===== src/rtl/a2s_pkg.sv =====
// ---------------------------------------------------------------------------
// a2s_pkg
// Shared definitions for the slave-to-arbiter response path.
//   A2S_NUM_CH / A2S_DW / A2S_BURST_LEN : default configuration
//   a2s_entry_t                         : {id, data} word held in the output buffer
//   rr_pick(req, ptr)                   : one-hot round-robin pick starting at ptr
// ---------------------------------------------------------------------------
package a2s_pkg;

   localparam int A2S_NUM_CH    = 3;
   localparam int A2S_DW        = 32;
   localparam int A2S_BURST_LEN = 4;
   localparam int A2S_IDW       = $clog2(A2S_NUM_CH);

   // Widest supported channel count; rr_pick works on vectors of this width.
   localparam int A2S_MAX_CH    = 8;

   typedef struct packed {
      logic [A2S_IDW-1:0] id;
      logic [A2S_DW-1:0]  data;
   } a2s_entry_t;

   // Searches ptr, ptr+1, ... modulo 8. Callers zero-extend a NUM_CH-wide
   // request, so the empty top bits are skipped and the visiting order equals
   // a search modulo NUM_CH.
   function automatic logic [A2S_MAX_CH-1:0] rr_pick(input logic [A2S_MAX_CH-1:0] req,
                                                     input logic [2:0]            ptr);
      logic [A2S_MAX_CH-1:0] grant;
      logic [2:0]            idx;
      logic                  found;
      grant = '0;
      found = 1'b0;
      for (int i = 0; i < A2S_MAX_CH; i++) begin
         idx = ptr + 3'(i);
         if (!found && req[idx]) begin
            grant[idx] = 1'b1;
            found      = 1'b1;
         end
      end
      return grant;
   endfunction

endpackage


===== src/rtl/a2s_obuf.sv =====
// ---------------------------------------------------------------------------
// a2s_obuf
// Two-entry FIFO holding accepted {id, data} words until the formatter takes
// them.
//   clk, rstn : clock, synchronous active-low reset
//   push, din : write one entry (caller guarantees count < 2)
//   pop       : drop the head entry (caller guarantees count > 0)
//   head      : oldest entry, stable until popped
//   count     : occupancy 0..2
// ---------------------------------------------------------------------------
module a2s_obuf
   import a2s_pkg::*;
#(
   parameter type entry_t = a2s_entry_t
) (
   input  logic       clk,
   input  logic       rstn,
   input  logic       push,
   input  entry_t     din,
   input  logic       pop,
   output entry_t     head,
   output logic [1:0] count
);

   entry_t mem [2];
   logic   wr_ptr;
   logic   rd_ptr;

   always_ff @(posedge clk) begin
      if (!rstn) begin
         // NOTE: the storage is reset too, because the head drives the output
         // word directly and must read as zero straight out of reset.
         mem[0] <= '0;
         mem[1] <= '0;
         wr_ptr <= 1'b0;
         rd_ptr <= 1'b0;
         count  <= 2'd0;
      end else begin
         if (push) begin
            mem[wr_ptr] <= din;
            wr_ptr      <= ~wr_ptr;
         end
         if (pop) begin
            rd_ptr <= ~rd_ptr;
         end
         case ({push, pop})
            2'b10:   count <= count + 2'd1;
            2'b01:   count <= count - 2'd1;
            default: count <= count;
         endcase
      end
   end

   assign head = mem[rd_ptr];

endmodule


===== src/rtl/a2s_arbiter.sv =====
// ---------------------------------------------------------------------------
// a2s_arbiter
// Round-robin arbiter over NUM_CH slave channel buffers. Acknowledges one
// eligible channel per cycle, captures its word with the channel id into a
// 2-entry output buffer and presents it downstream with valid/ready.
//   clk_i, rstn_i : clock, synchronous active-low reset
//   slv_val_i     : per-channel word valid
//   slv_dat_i     : per-channel data, channel k at [k*DW +: DW]
//   slv_en_i      : per-channel arbitration enable
//   a2s_ack_o     : one-hot acknowledge; a word moves when val & ack
//   arb_val_o     : output word valid
//   arb_dat_o     : output word
//   arb_id_o      : source channel of arb_dat_o
//   arb_rdy_i     : downstream ready
//   arb_cnt_o     : output buffer occupancy
// Build option A2S_ARBITER_BURST_EN: a granted channel keeps priority for up
// to BURST_LEN consecutive words while it stays eligible.
// ---------------------------------------------------------------------------
module a2s_arbiter
   import a2s_pkg::*;
#(
   parameter int NUM_CH    = A2S_NUM_CH,
   parameter int DW        = A2S_DW,
   parameter int BURST_LEN = A2S_BURST_LEN
) (
   input  logic                       clk_i,
   input  logic                       rstn_i,
   input  logic [NUM_CH-1:0]          slv_val_i,
   input  logic [NUM_CH*DW-1:0]       slv_dat_i,
   input  logic [NUM_CH-1:0]          slv_en_i,
   output logic [NUM_CH-1:0]          a2s_ack_o,
   output logic                       arb_val_o,
   output logic [DW-1:0]              arb_dat_o,
   output logic [$clog2(NUM_CH)-1:0]  arb_id_o,
   input  logic                       arb_rdy_i,
   output logic [1:0]                 arb_cnt_o
);

   localparam int IDW = $clog2(NUM_CH);

   if (NUM_CH < 2 || NUM_CH > A2S_MAX_CH || BURST_LEN < 1) begin : g_cfg_check
      $error("a2s_arbiter: unsupported NUM_CH or BURST_LEN");
   end

   typedef struct packed {
      logic [IDW-1:0] id;
      logic [DW-1:0]  data;
   } entry_t;

   logic [NUM_CH-1:0] eligible;
   logic [NUM_CH-1:0] ack;
   logic [IDW-1:0]    rr_ptr;
   logic [IDW-1:0]    rr_ptr_nxt;
   logic [IDW-1:0]    gnt_id;
   logic              grant;
   logic              pop;
   logic [1:0]        count;
   entry_t            push_entry;
   entry_t            head;

   function automatic logic [IDW-1:0] wrap_inc(input logic [IDW-1:0] ch);
      return (ch == IDW'(NUM_CH - 1)) ? '0 : ch + 1'b1;
   endfunction

   assign eligible = slv_val_i & slv_en_i;

   // Ack depends only on inputs from the slaves and registered state; the
   // registered count gates it, so a pop frees space only from the next cycle.
   always_comb begin
      // NOTE: every output of this block gets a default first so no path
      // leaves a value unassigned, which would otherwise infer a latch.
      ack        = '0;
      gnt_id     = '0;
      push_entry = '0;
      if (rstn_i && count != 2'd2) begin
         ack = NUM_CH'(rr_pick(A2S_MAX_CH'(eligible), 3'(rr_ptr)));
      end
      for (int k = 0; k < NUM_CH; k++) begin
         if (ack[k]) begin
            gnt_id          = IDW'(k);
            push_entry.data = slv_dat_i[k*DW +: DW];
         end
      end
      push_entry.id = gnt_id;
   end

   assign grant = |ack;
   assign pop   = arb_val_o && arb_rdy_i;

`ifdef A2S_ARBITER_BURST_EN
   localparam int BCW = $clog2(BURST_LEN + 1);

   logic [BCW-1:0] burst_cnt;
   logic [BCW-1:0] burst_cnt_nxt;
   logic [BCW-1:0] burst_run;

   // rr_ptr stays on the bursting channel so it wins the next search; a grant
   // elsewhere (pointer channel dropped out) starts a fresh burst.
   always_comb begin
      rr_ptr_nxt    = rr_ptr;
      burst_cnt_nxt = burst_cnt;
      burst_run     = '0;
      if (grant) begin
         burst_run = ((gnt_id == rr_ptr) ? burst_cnt : '0) + 1'b1;
         if (burst_run >= BCW'(BURST_LEN)) begin
            rr_ptr_nxt    = wrap_inc(gnt_id);
            burst_cnt_nxt = '0;
         end else begin
            rr_ptr_nxt    = gnt_id;
            burst_cnt_nxt = burst_run;
         end
      end else if (burst_cnt != '0 && !eligible[rr_ptr]) begin
         rr_ptr_nxt    = wrap_inc(rr_ptr);
         burst_cnt_nxt = '0;
      end
   end

   always_ff @(posedge clk_i) begin
      if (!rstn_i) begin
         burst_cnt <= '0;
      end else begin
         burst_cnt <= burst_cnt_nxt;
      end
   end
`else
   always_comb begin
      rr_ptr_nxt = rr_ptr;
      if (grant) begin
         rr_ptr_nxt = wrap_inc(gnt_id);
      end
   end
`endif

   always_ff @(posedge clk_i) begin
      if (!rstn_i) begin
         // NOTE: state registers use non-blocking assignments so every
         // always_ff samples the pre-edge values of the others.
         rr_ptr <= '0;
      end else begin
         rr_ptr <= rr_ptr_nxt;
      end
   end

   a2s_obuf #(
      .entry_t (entry_t)
   ) u_obuf (
      .clk   (clk_i),
      .rstn  (rstn_i),
      .push  (grant),
      .din   (push_entry),
      .pop   (pop),
      .head  (head),
      .count (count)
   );

   assign a2s_ack_o = ack;
   assign arb_val_o = (count != 2'd0);
   assign arb_dat_o = head.data;
   assign arb_id_o  = head.id;
   assign arb_cnt_o = count;

endmodule

===== config.mk =====
export PLATFORM = sky130hd
export DESIGN_NAME = a2s_arbiter
export DESIGN_NICKNAME = d
export VERILOG_FILES = /design/src/rtl/a2s_pkg.sv /design/src/rtl/a2s_obuf.sv /design/src/rtl/a2s_arbiter.sv
export SDC_FILE = /design/constraint.sdc
export NUM_CORES = 1
export LEC_CHECK = 0
export CORE_ASPECT_RATIO = 1.4
export CORE_MARGIN = 4
export CORE_UTILIZATION = 47
export CTS_CLUSTER_DIAMETER = 80
export DETAILED_ROUTE_END_ITERATION = 8
export GPL_TIMING_DRIVEN = 0
export PLACE_DENSITY = 0.81
export SETUP_SLACK_MARGIN = 0.1
export SLEW_MARGIN = 5
export SYNTH_ARGS = -nofsm -noshare
export SYNTH_HDL_FRONTEND = slang
export SYNTH_SLANG_ARGS = --single-unit
export TNS_END_PERCENT = 10

===== constraint.sdc =====
create_clock -name clk_i -period 4.9 [get_ports clk_i]
set_input_delay 1.47 -clock clk_i [delete_from_list [all_inputs] [get_ports clk_i]]
set_output_delay 1.47 -clock clk_i [all_outputs]
set_load 0.02 [all_outputs]

==> flow_summary.toml, run 1 <==
[cts]
path_clk_slew_ns = 0.06
cts-root-buf = "clkbuf_16"
cts.path.max_buffers = 2
cts_inserted_buffers = 9
clkLatencyLatePin_ns = 0.34
cts_tree = "yes"
h-tree-depth = 3
clock_sink_count = 75

[sta]
fin_setup_tns_ns = 0
whs_ns = 0.5270
skew_ns = 0.007028
period_minus_slack_ns = 4.744
final_max_slew_viol_count = 0
finalHoldViolCount = 0
rsz0062_at_grt = "yes"
setup_violations = 0
worst_slew_pin_slew_ns = 0.9112
fmax_ghz = 0.2108
fin_crit_sh_pct = 96.81
relSlewSlack_pct = 39.04

[hold_path]
hold_start = "u_obuf.rd_ptr"
min_path_cells = 2
min_to = "u_obuf.rd_ptr"
hold_class = "reg -> reg"

[placement]
numPortBuffers = 144
hpwl_mm = 11.17
postPlaceCellArea_um2 = 6082
place.gp.congestion = 0.9119

[logic_synthesis]
netlist_area_um2 = 4498
ys_types = 46
synth_edf_count = 68
ys.warnings.count = 0
synth_cells = 429
synth-xor-area-share_pct = 0.5841
synth_area_leaders = "edfxtp_1 (45%), a31oi_1 (9.9%), mux2_2 (8.5%)"
synth_simple_gate_area_share_pct = 18.89
synth_fa_ha_area_share_pct = 2.503
synth-compound-area-share_pct = 14.69
syn_nets = 543
async_flop_share_pct = 0
synth_top_family_by_area = "simple AND/OR/NAND/NOR gates"
yosysTopAreaCellShare_pct = 45.40
synth.avg_cell_area_um2 = 10.48
synth-seq-cells = 75
synth_top_cell_by_area = "edfxtp_1"
muxShareOfSynthArea_pct = 8.734
ys.flop_type = "edfxtp_1"
ys_seq_area_share_pct = 48.51

[layout]
finalInstanceArea_um2 = 6575
mostFrequentLayoutCell = "clkdlybuf4s50_1"
fillers = 709
diodes = 0
final_cell_mix = "clkdlybuf4s50_1 (134), nand3_1 (71), a31oi_1 (70)"
layout-drive-gt1-share_pct = 19.40
area_growth_pct = 46.18
post-route-util_pct = 69.90
layout.nets = 712

[worst_setup_path]
path_max_fanout = 10
cp-end-kind = "primary output"
cp.arrival_ns = 3.27
reg2reg_to = "u_obuf.mem[1][15]"
ff2ff_setup_slack_ns = 0.50
r2r-start = "rr_ptr[0]"
crit_type = "reg -> out"
worstRegToRegCells = 17
cp.required_ns = 3.43
critPathLaunchType = "flop"

[die]
die_area_um2 = 11220
rows = 42
core_region_area_um2 = 9407
io_pins = 145
initial_core_util_pct = 47.82
die_x_um = 90.68
die_y_um = 123.8

[flow_run]
cap_violations = 0

[outcome]
outcome = "finished, final reports clean"

[global_route]
grtUsageTotal_pct = 27.18
grt_first_pass_wirelength_mm = 23.60
grt_overflow = 0
first_global_vias = 4760
antenna_found_initial = 0
grt_max_degree = 35

[drt]
viasPerCell = 6.700
via_count = 4777
totalWireLength_mm = 16.00
drc_errors = 0
drtIter0Drc = 485
wl_per_cell_um = 22.43
drtAntennaViolNets = 0
dr.pass1.iters = 5

[power_and_ir_drop]
power_density_nw_per_um2 = 458.5
peakVddDrop_v = 0.0002307
p_leak_nw = 2.223
==> routing by layer <==
| metal | GRT usage (%) | wire length (um) | part of all wire, % | up-vias |
|---|---|---|---|---|
| li1 | - | - | - | 2074 |
| met1 | 27.79 | 5390 | 34 | 2268 |
| met2 | 51.37 | 8486 | 53 | 357 |
| met3 | 4.713 | 1187 | 7.4 | 78 |
| met4 | 16.95 | 931 | 5.8 | 0 |
| met5 | 0 | 0 | 0 | - |
==> layout make-up <==
| type | instances | area (um2) | area share [%] |
|---|---|---|---|
| buffer | 41 | 265.3 | 4.034 |
| clock buffer | 13 | 302.8 | 4.605 |
| clock inverter | 3 | 15.01 | 0.2284 |
| inverter | 10 | 41.29 | 0.6280 |
| multi-input combinational | 303 | 2125 | 32.31 |
| sequential | 75 | 2187 | 33.26 |
| tap | 110 | 137.6 | 2.093 |
| timing repair buffer | 158 | 1501 | 22.84 |
==> Yosys cell counts, types with 7 or more instances <==
cell type and n:
inv_1 10, buf_6 8, dfxtp_1 7, edfxtp_1 68, ha_1 9, clkbuf_1 18
nand3_1 71, mux2_2 34, nand4_1 36, nand2_1 13, buf_2 9, a31oi_1 71
nor2_1 11, a21oi_1 8
==> timing repair <==
| item | in CTS | in global routing |
|---|---|---|
| hold buffers | 0 | 0 |
| cloned | 0 | 1 |
| pin swaps | 7 | 12 |
| setup endpoints to repair | 3 | 3 |
| buffers inserted | 6 | 7 |
| gates resized for setup | 34 | 33 |
==> worst max path at each step <==
stage,start,endpoint,slack [ns]
final,rr_ptr[0],a2s_ack_o[1],0.16
after global routing,rr_ptr[0],a2s_ack_o[1],0.04
after CTS,slv_val_i[1],a2s_ack_o[1],0.04
after detailed placement,slv_val_i[2],a2s_ack_o[1],-1.15
after global placement,slv_val_i[2],a2s_ack_o[1],-1.15
after floorplan,slv_val_i[1],a2s_ack_o[1],0.46
==> sequential cells by signal, indices dropped and copies added (netlist names), named ones only <==
signal and cells:
rr_ptr 2, u_obuf.count 2, u_obuf.mem 68, u_obuf.rd_ptr 1, u_obuf.wr_ptr 1
==> worst max-delay path, cell delays in order (launching register included) <==
cell	delay, ns
dfxtp_4	0.38
buf_6	0.13
buf_8	0.13
clkinvlp_4	0.16
ha_4	0.28
buf_4	0.16
nand4b_1	0.27
buf_4	0.20
buf_4	0.12
a31o_1	0.19
o221ai_1	0.20
a31oi_1	0.11
a21oi_2	0.22
buf_6	0.18
buf_2	0.17
==> per-stage QoR <==
step	power (mW)	setup slack, ns	instances
3_5_place_dp	2.240	-1.149	683
2_1_floorplan	1.684	0.4588	429
5_1_grt	3.109	0.03840	713
3_3_place_gp	2.216	-1.153	683
6_report	3.015	0.1564	713
4_1_cts	2.943	0.03685	705
==> where the power goes <==
group          total (mW)  internal, mW  switching, mW
clock               0.691         0.430          0.262
combinational        1.46         0.620          0.839
sequential          0.864         0.824         0.0401
==> kinds of logic after synthesis <==
| family | Yosys count |
|---|---|
| DFF | 75 |
| and+or+nand+nor | 154 |
| muxes | 35 |
| AOI/OAI and AO/OA | 102 |
| buffers and inverters | 51 |
| xor gates and xnor gates | 3 |
| adders and majority gates | 9 |
Power figures use the tool's default switching activity.
==> inputs of run 2 (changes only) <==
--- a/config.mk
+++ b/config.mk
@@ -7,14 +7,14 @@
 export LEC_CHECK = 0
 export CORE_ASPECT_RATIO = 1.4
 export CORE_MARGIN = 4
-export CORE_UTILIZATION = 47
+export CORE_UTILIZATION = 35
 export CTS_CLUSTER_DIAMETER = 80
 export DETAILED_ROUTE_END_ITERATION = 8
 export GPL_TIMING_DRIVEN = 0
-export PLACE_DENSITY = 0.81
 export SETUP_SLACK_MARGIN = 0.1
 export SLEW_MARGIN = 5
 export SYNTH_ARGS = -nofsm -noshare
 export SYNTH_HDL_FRONTEND = slang
+export SYNTH_HIERARCHICAL = 1
 export SYNTH_SLANG_ARGS = --single-unit
-export TNS_END_PERCENT = 10
+export TNS_END_PERCENT = 100
==> run 2 against run 1 <==
  * Global-route usage is 7.4 points lower
  * Worst hold slack worse by 0.051 ns
  * Register-to-register slack better by 0.20 ns
  * Critical path depth is 8 lower
  * Fmax is 0.27% higher
  * Setup slack better by 0.013 ns
  * Design area is 0.46% lower
==> flow_summary.toml, run 2 <==
[outcome]
outcome = "finished, final reports clean"

[logic_synthesis]
yosysMostFrequentCell = "nor2_1"
synth_top_cell_by_area = "edfxtp_1"
synth_common_cells = "nor2_1 (72), edfxtp_1 (68), nand2_1 (48), inv_1 (39), nor3_1 (37)"
synth_area_leaders = "edfxtp_1 (46%), mux2_2 (8.9%), a221o_1 (7.2%)"
ys.flop_type = "edfxtp_1"
async_flop_share_pct = 0
ys_types = 48
synth-seq-cells = 75
synth.avg_cell_area_um2 = 9.979
synth_edf_count = 68
synth_cells = 446
netlist_area_um2 = 4451
ys.warnings.count = 6
ys_seq_area_share_pct = 49.03
yosysTopAreaCellShare_pct = 45.88
syn_nets = 559

[drt]
drtAntennaViolNets = 0
drtIter0Drc = 237
dr.pass1.iters = 4
wl_per_cell_um = 18.80
viasPerCell = 5.269
via_count = 4010
totalWireLength_mm = 14.31
drc_errors = 0

[sta]
final_max_slew_viol_count = 0
whs_ns = 0.4764
fmax_ghz = 0.2114
fin_crit_sh_pct = 96.54
period_minus_slack_ns = 4.731
fin_ws_ns = 0.1693
skew_ns = 0.005465
relSlewSlack_pct = 52.75
setup_violations = 0
worst_slew_pin_slew_ns = 0.7088
finalHoldViolCount = 0
rsz0062_at_grt = "yes"

[cts]
cts_tree = "yes"
clock_sink_count = 75
cts.path.max_buffers = 2
cts_inserted_buffers = 9
h-tree-depth = 3
path_clk_slew_ns = 0.05
cts-root-buf = "clkbuf_16"
clkLatencyLatePin_ns = 0.34

[worst_setup_path]
crit_type = "in -> out"
path_max_fanout = 9
crit_buf_inv = 3
cp.required_ns = 3.43
worst_path_max_delay_cell = "clkdlybuf4s50_1"
critical-path-max-stage-delay_ns = 0.57
critical_path.cell_chain = "clkdlybuf4s50_1 -> o21ai_1 -> a31oi_1 -> a311oi_4 -> inv_2 -> clkdlybuf4s15_2"
cp-end-kind = "primary output"
reg2reg_to = "u_obuf/mem[1][29]"
cp.arrival_ns = 3.26
critPathLaunchType = "input pin"
r2r-start = "rr_ptr[1]"
worstRegToRegCells = 16
path_delay_family = "buffers and inverters"
ff2ff_setup_slack_ns = 0.70
critPathLaunch = "rstn_i"

[layout]
fillers = 1133
diodes = 0
final_cell_mix = "clkdlybuf4s50_1 (135), nor2_1 (72), edfxtp_1 (68)"
area_growth_pct = 47.06
multiInputGateArea_um2 = 2066
post-route-util_pct = 52.90
layout.nets = 719
stdcell_count = 761
largest_reg_flops = 68
layout-drive-gt1-share_pct = 17.18
top_register = "u_obuf/mem"
regArea_um2 = 2185
mostFrequentLayoutCell = "clkdlybuf4s50_1"
largest_registers = "u_obuf/mem x68, rr_ptr x2, u_obuf/count x2"

[hold_path]
hold_class = "reg -> reg"
min_path_cells = 2
hold_start = "u_obuf/wr_ptr"
min_to = "u_obuf/wr_ptr"

[global_route]
grtUsageTotal_pct = 19.74
antenna_found_initial = 0
first_global_vias = 4180
grt_overflow = 0
grt_first_pass_wirelength_mm = 21.72
grt_max_degree = 35

[flow_run]
cap_violations = 0

[power_and_ir_drop]
pwr-share-comb_pct = 56.4
switchingPower_mw = 1.546
p_leak_nw = 2.507
p_seq_share_pct = 26.2
power.internal_mw = 2.277
peakVddDrop_v = 0.0003691
power_density_nw_per_um2 = 584.2
power.share.clock_pct = 17.4
swShare_pct = 40.43

[die]
io_pins = 145
rows = 48
die_area_um2 = 14610
initial_core_util_pct = 35.97
core_region_area_um2 = 12370
die_y_um = 141.4
die_x_um = 103.3

[placement]
dp_cells = 741
numPortBuffers = 144
dpl_worst_slack_ns = -1.363
place.gp.congestion = 0.8779
hpwl_mm = 10.64
## run 2: power groups by stage
stage	registers [mW]	clock network, mW	logic (mW)
6_report	1.00	0.664	2.16
5_1_grt	1.02	0.709	2.33
4_1_cts	1.00	0.679	2.17
3_5_place_dp	1.01	0	2.10
3_3_place_gp	1.01	0	2.07
2_1_floorplan	1.00	0	1.27
## run 2: worst reg2reg max path: stages, from the launching register on
cell	delay (ns)
dfxtp_2	0.41
buf_2	0.25
inv_1	0.11
ha_1	0.35
buf_2	0.22
nand4_1	0.14
a31oi_2	0.34
nor4_1	0.12
o22ai_2	0.20
a31oi_4	0.12
buf_4	0.19
nor2_1	0.19
nand2_1	0.12
nand2_1	0.30
buf_2	0.31
nand2_2	0.28
buf_12	0.29
## run 2: what timing repair did
action,4_1_cts,5_1_grt
hold buffers,0,0
setup buffers,4,0
endpoints found under the setup margin,60,60
pin swaps,6,1
gates cloned,0,0
resized for setup,36,13
## run 2: layout make-up
type | instances | share of cell area [%]
Buffer | 32 | 2.657
Clock buffer | 12 | 3.919
Clock inverter | 4 | 0.7647
Inverter | 40 | 2.294
Multi-Input combinational cell | 299 | 31.56
Sequential cell | 75 | 33.38
Tap cell | 150 | 2.868
Timing Repair Buffer | 149 | 22.56
## run 2: cells by family after synthesis
family          after synthesis  synth area share (%)
compound gates               61                 12.43
buf+inv                      72                 7.056
xor+xnor                      3                0.5905
fa+ha+maj                     8                 2.249
flops                        75                 49.03
mux                          35                 8.856
simple gates                192                 19.79
## run 2: metal layers
metal / GRT usage, % / up-vias / part of all wire, %
li1: - / 1929 / -
met2: 34.70 / 133 / 53
met4: 7.299 / 0 / 3.0
met5: 0 / - / 0
met1: 23.16 / 1920 / 38
met3: 4.230 / 28 / 6.6
## run 2: worst max-delay path by stage
stage,endpoint,cells past startpoint
final,a2s_ack_o[1],6
after global routing,a2s_ack_o[1],8
after CTS,a2s_ack_o[1],6
after detailed placement,a2s_ack_o[2],10
after global placement,a2s_ack_o[2],10
after floorplan,a2s_ack_o[2],8
## run 2: per-stage QoR
stage                     area, um2  power, mW  TNS [ns]
after floorplan                4451      2.266         0
after global placement         6080      3.079    -80.95
after detailed placement       6105      3.110    -35.11
after CTS                      6525      3.846         0
after global routing           6545      4.057         0
final                          6545      3.823         0
==> inputs of run 3 (changes only) <==
==> constraint.sdc (replaced) <==
create_clock -name clk_i -period 4.9 [get_ports clk_i]
set_input_delay 0.49 -clock clk_i [delete_from_list [all_inputs] [get_ports clk_i]]
set_output_delay 0.49 -clock clk_i [all_outputs]
set_load 0.02 [all_outputs]
==> run 3 against run 2 <==
  * Utilization shrank 0.94 points
  * Total power shrank 1.5%
  * Design area shrank 1.8%
  * Clock skew grew 0.00075 ns
  * Sequential power is essentially flat
  * Routed wire length shrank 0.96%
  * Critical path depth grew 6
  * Via count shrank 0.97%
  * Non-clock buffer count shrank 4
==> flow_summary.toml, run 3 (synthesis results as in run 2) <==
[outcome]
outcome = "finished, final reports clean"

[layout]
final_cell_mix = "clkdlybuf4s50_1 (144), nor2_1 (72), edfxtp_1 (68)"
mostFrequentLayoutCell = "clkdlybuf4s50_1"
diodes = 0
largest_reg_flops = 68
top_register = "u_obuf/mem"
layout-drive-gt1-share_pct = 13.34
area_growth_pct = 44.45
post-route-util_pct = 51.96
layout.nets = 715
fillers = 1146
largest_registers = "u_obuf/mem x68, rr_ptr x2, u_obuf/count x2"

[sta]
period_minus_slack_ns = 4.544
final_max_slew_viol_count = 0
worst_slew_pin_slew_ns = 0.7187
rsz0062_at_grt = "no"
relSlewSlack_pct = 52.09
fmax_ghz = 0.2201
finalHoldViolCount = 0
fin_setup_tns_ns = 0
skew_ns = 0.006215
fin_crit_sh_pct = 92.73
setup_violations = 0

[cts]
h-tree-depth = 3
cts-root-buf = "clkbuf_16"
cts_hold_buf = 0
clkLatencyLatePin_ns = 0.34
path_clk_slew_ns = 0.05
cts_tree = "yes"
clock_sink_count = 75
cts_inserted_buffers = 9
cts.path.max_buffers = 2

[worst_setup_path]
critPathLaunch = "rr_ptr[1]"
cp.required_ns = 4.41
r2r-start = "rr_ptr[1]"
reg2reg_to = "u_obuf/mem[1][29]"
crit_end = "a2s_ack_o[2]"
cp.arrival_ns = 4.05
path_max_fanout = 11
crit_type = "reg -> out"
worstRegToRegCells = 16
ff2ff_setup_slack_ns = 0.52
cp-end-kind = "primary output"
critPathLaunchType = "flop"

[placement]
numPortBuffers = 144
place.gp.congestion = 0.8779
hpwl_mm = 10.64

[hold_path]
hold_class = "reg -> reg"

[die]
die_x_um = 103.3
core_region_area_um2 = 12370
io_pins = 145
die_y_um = 141.4
rows = 48
initial_core_util_pct = 35.97
die_area_um2 = 14610

[drt]
totalWireLength_mm = 14.17
dr.pass1.iters = 4
drtIter0Drc = 264
drtAntennaViolNets = 0
via_count = 3971
drc_errors = 0
viasPerCell = 5.246
wl_per_cell_um = 18.72

[global_route]
grtUsageTotal_pct = 19.54
first_global_vias = 4137
grt_overflow = 0
grt_first_pass_wirelength_mm = 21.49
antenna_found_initial = 0
grt_max_degree = 35

[power_and_ir_drop]
p_leak_nw = 2.450
power.total_mw = 3.766
peakVddDrop_v = 0.0003469
power_density_nw_per_um2 = 585.8

[flow_run]
cap_violations = 0
## run 3: final cells by class
cell class | instances | area [um2] | area share [%]
plain buffers | 32 | 165.2 | 2.569
clock buffers | 12 | 256.5 | 3.990
clock inverters | 4 | 50.05 | 0.7785
inverters | 40 | 150.1 | 2.336
multi-input cells | 299 | 1976 | 30.73
flip-flops and latches | 75 | 2182 | 33.94
well taps | 150 | 187.7 | 2.919
repair buffers | 145 | 1461 | 22.73
## run 3: critical path, cell delays in order (launching register included)
cell and delay (ns):
dfxtp_1 0.45, buf_2 0.26, inv_1 0.10, ha_1 0.34
buf_2 0.22, nand4_1 0.13, a31oi_1 0.44, a21o_1 0.19
o22ai_1 0.12, a31oi_4 0.34, clkbuf_2 0.36, buf_4 0.16
clkdlybuf4s50_1 0.59
## run 3: timing repair
item,in CTS,in global routing
setup endpoints to repair,1,58
setup buffers,0,0
hold endpoints to repair,0,0
resized for setup,1,3
## run 3: worst min path at each step
| stage | slack [ns] | start | endpoint | cells after the start |
|---|---|---|---|---|
| 2_1_floorplan | 0.45 | u_obuf/wr_ptr | u_obuf/wr_ptr | 2 |
| 3_3_place_gp | 0.47 | u_obuf/wr_ptr | u_obuf/wr_ptr | 2 |
| 3_5_place_dp | 0.47 | u_obuf/wr_ptr | u_obuf/wr_ptr | 2 |
| 4_1_cts | 0.48 | u_obuf/wr_ptr | u_obuf/wr_ptr | 2 |
| 5_1_grt | 0.55 | u_obuf/wr_ptr | u_obuf/wr_ptr | 2 |
| 6_report | 0.49 | u_obuf/wr_ptr | u_obuf/wr_ptr | 2 |
## run 3: power breakdown
part	leakage, nW	internal (mW)	switching, mW
Sequential	0.775	0.933	0.0649
Combinational	1.53	0.891	1.21
Clock	0.145	0.421	0.247
## run 3: per-layer routing
| layer | wire [um] | GRT usage [%] | vias up |
|---|---|---|---|
| li1 | - | - | 1924 |
| met2 | 7535 | 34.60 | 133 |
| met1 | 5284 | 22.81 | 1889 |
| met3 | 984 | 4.230 | 25 |
| met5 | 0 | 0 | - |
| met4 | 363 | 6.889 | 0 |
## run 3: metrics by stage
step                worst slack, ns  instances  cell area (um2)  hold WS [ns]
detailed placement           0.2637        741             6105        0.4730
global placement            -0.3253        740             6080        0.4650
CTS                          0.2432        757             6412        0.4825
floorplan                    0.8401        446             4451        0.4516
finish                       0.3562        757             6429        0.4892
global route                 0.1125        757             6429        0.5452
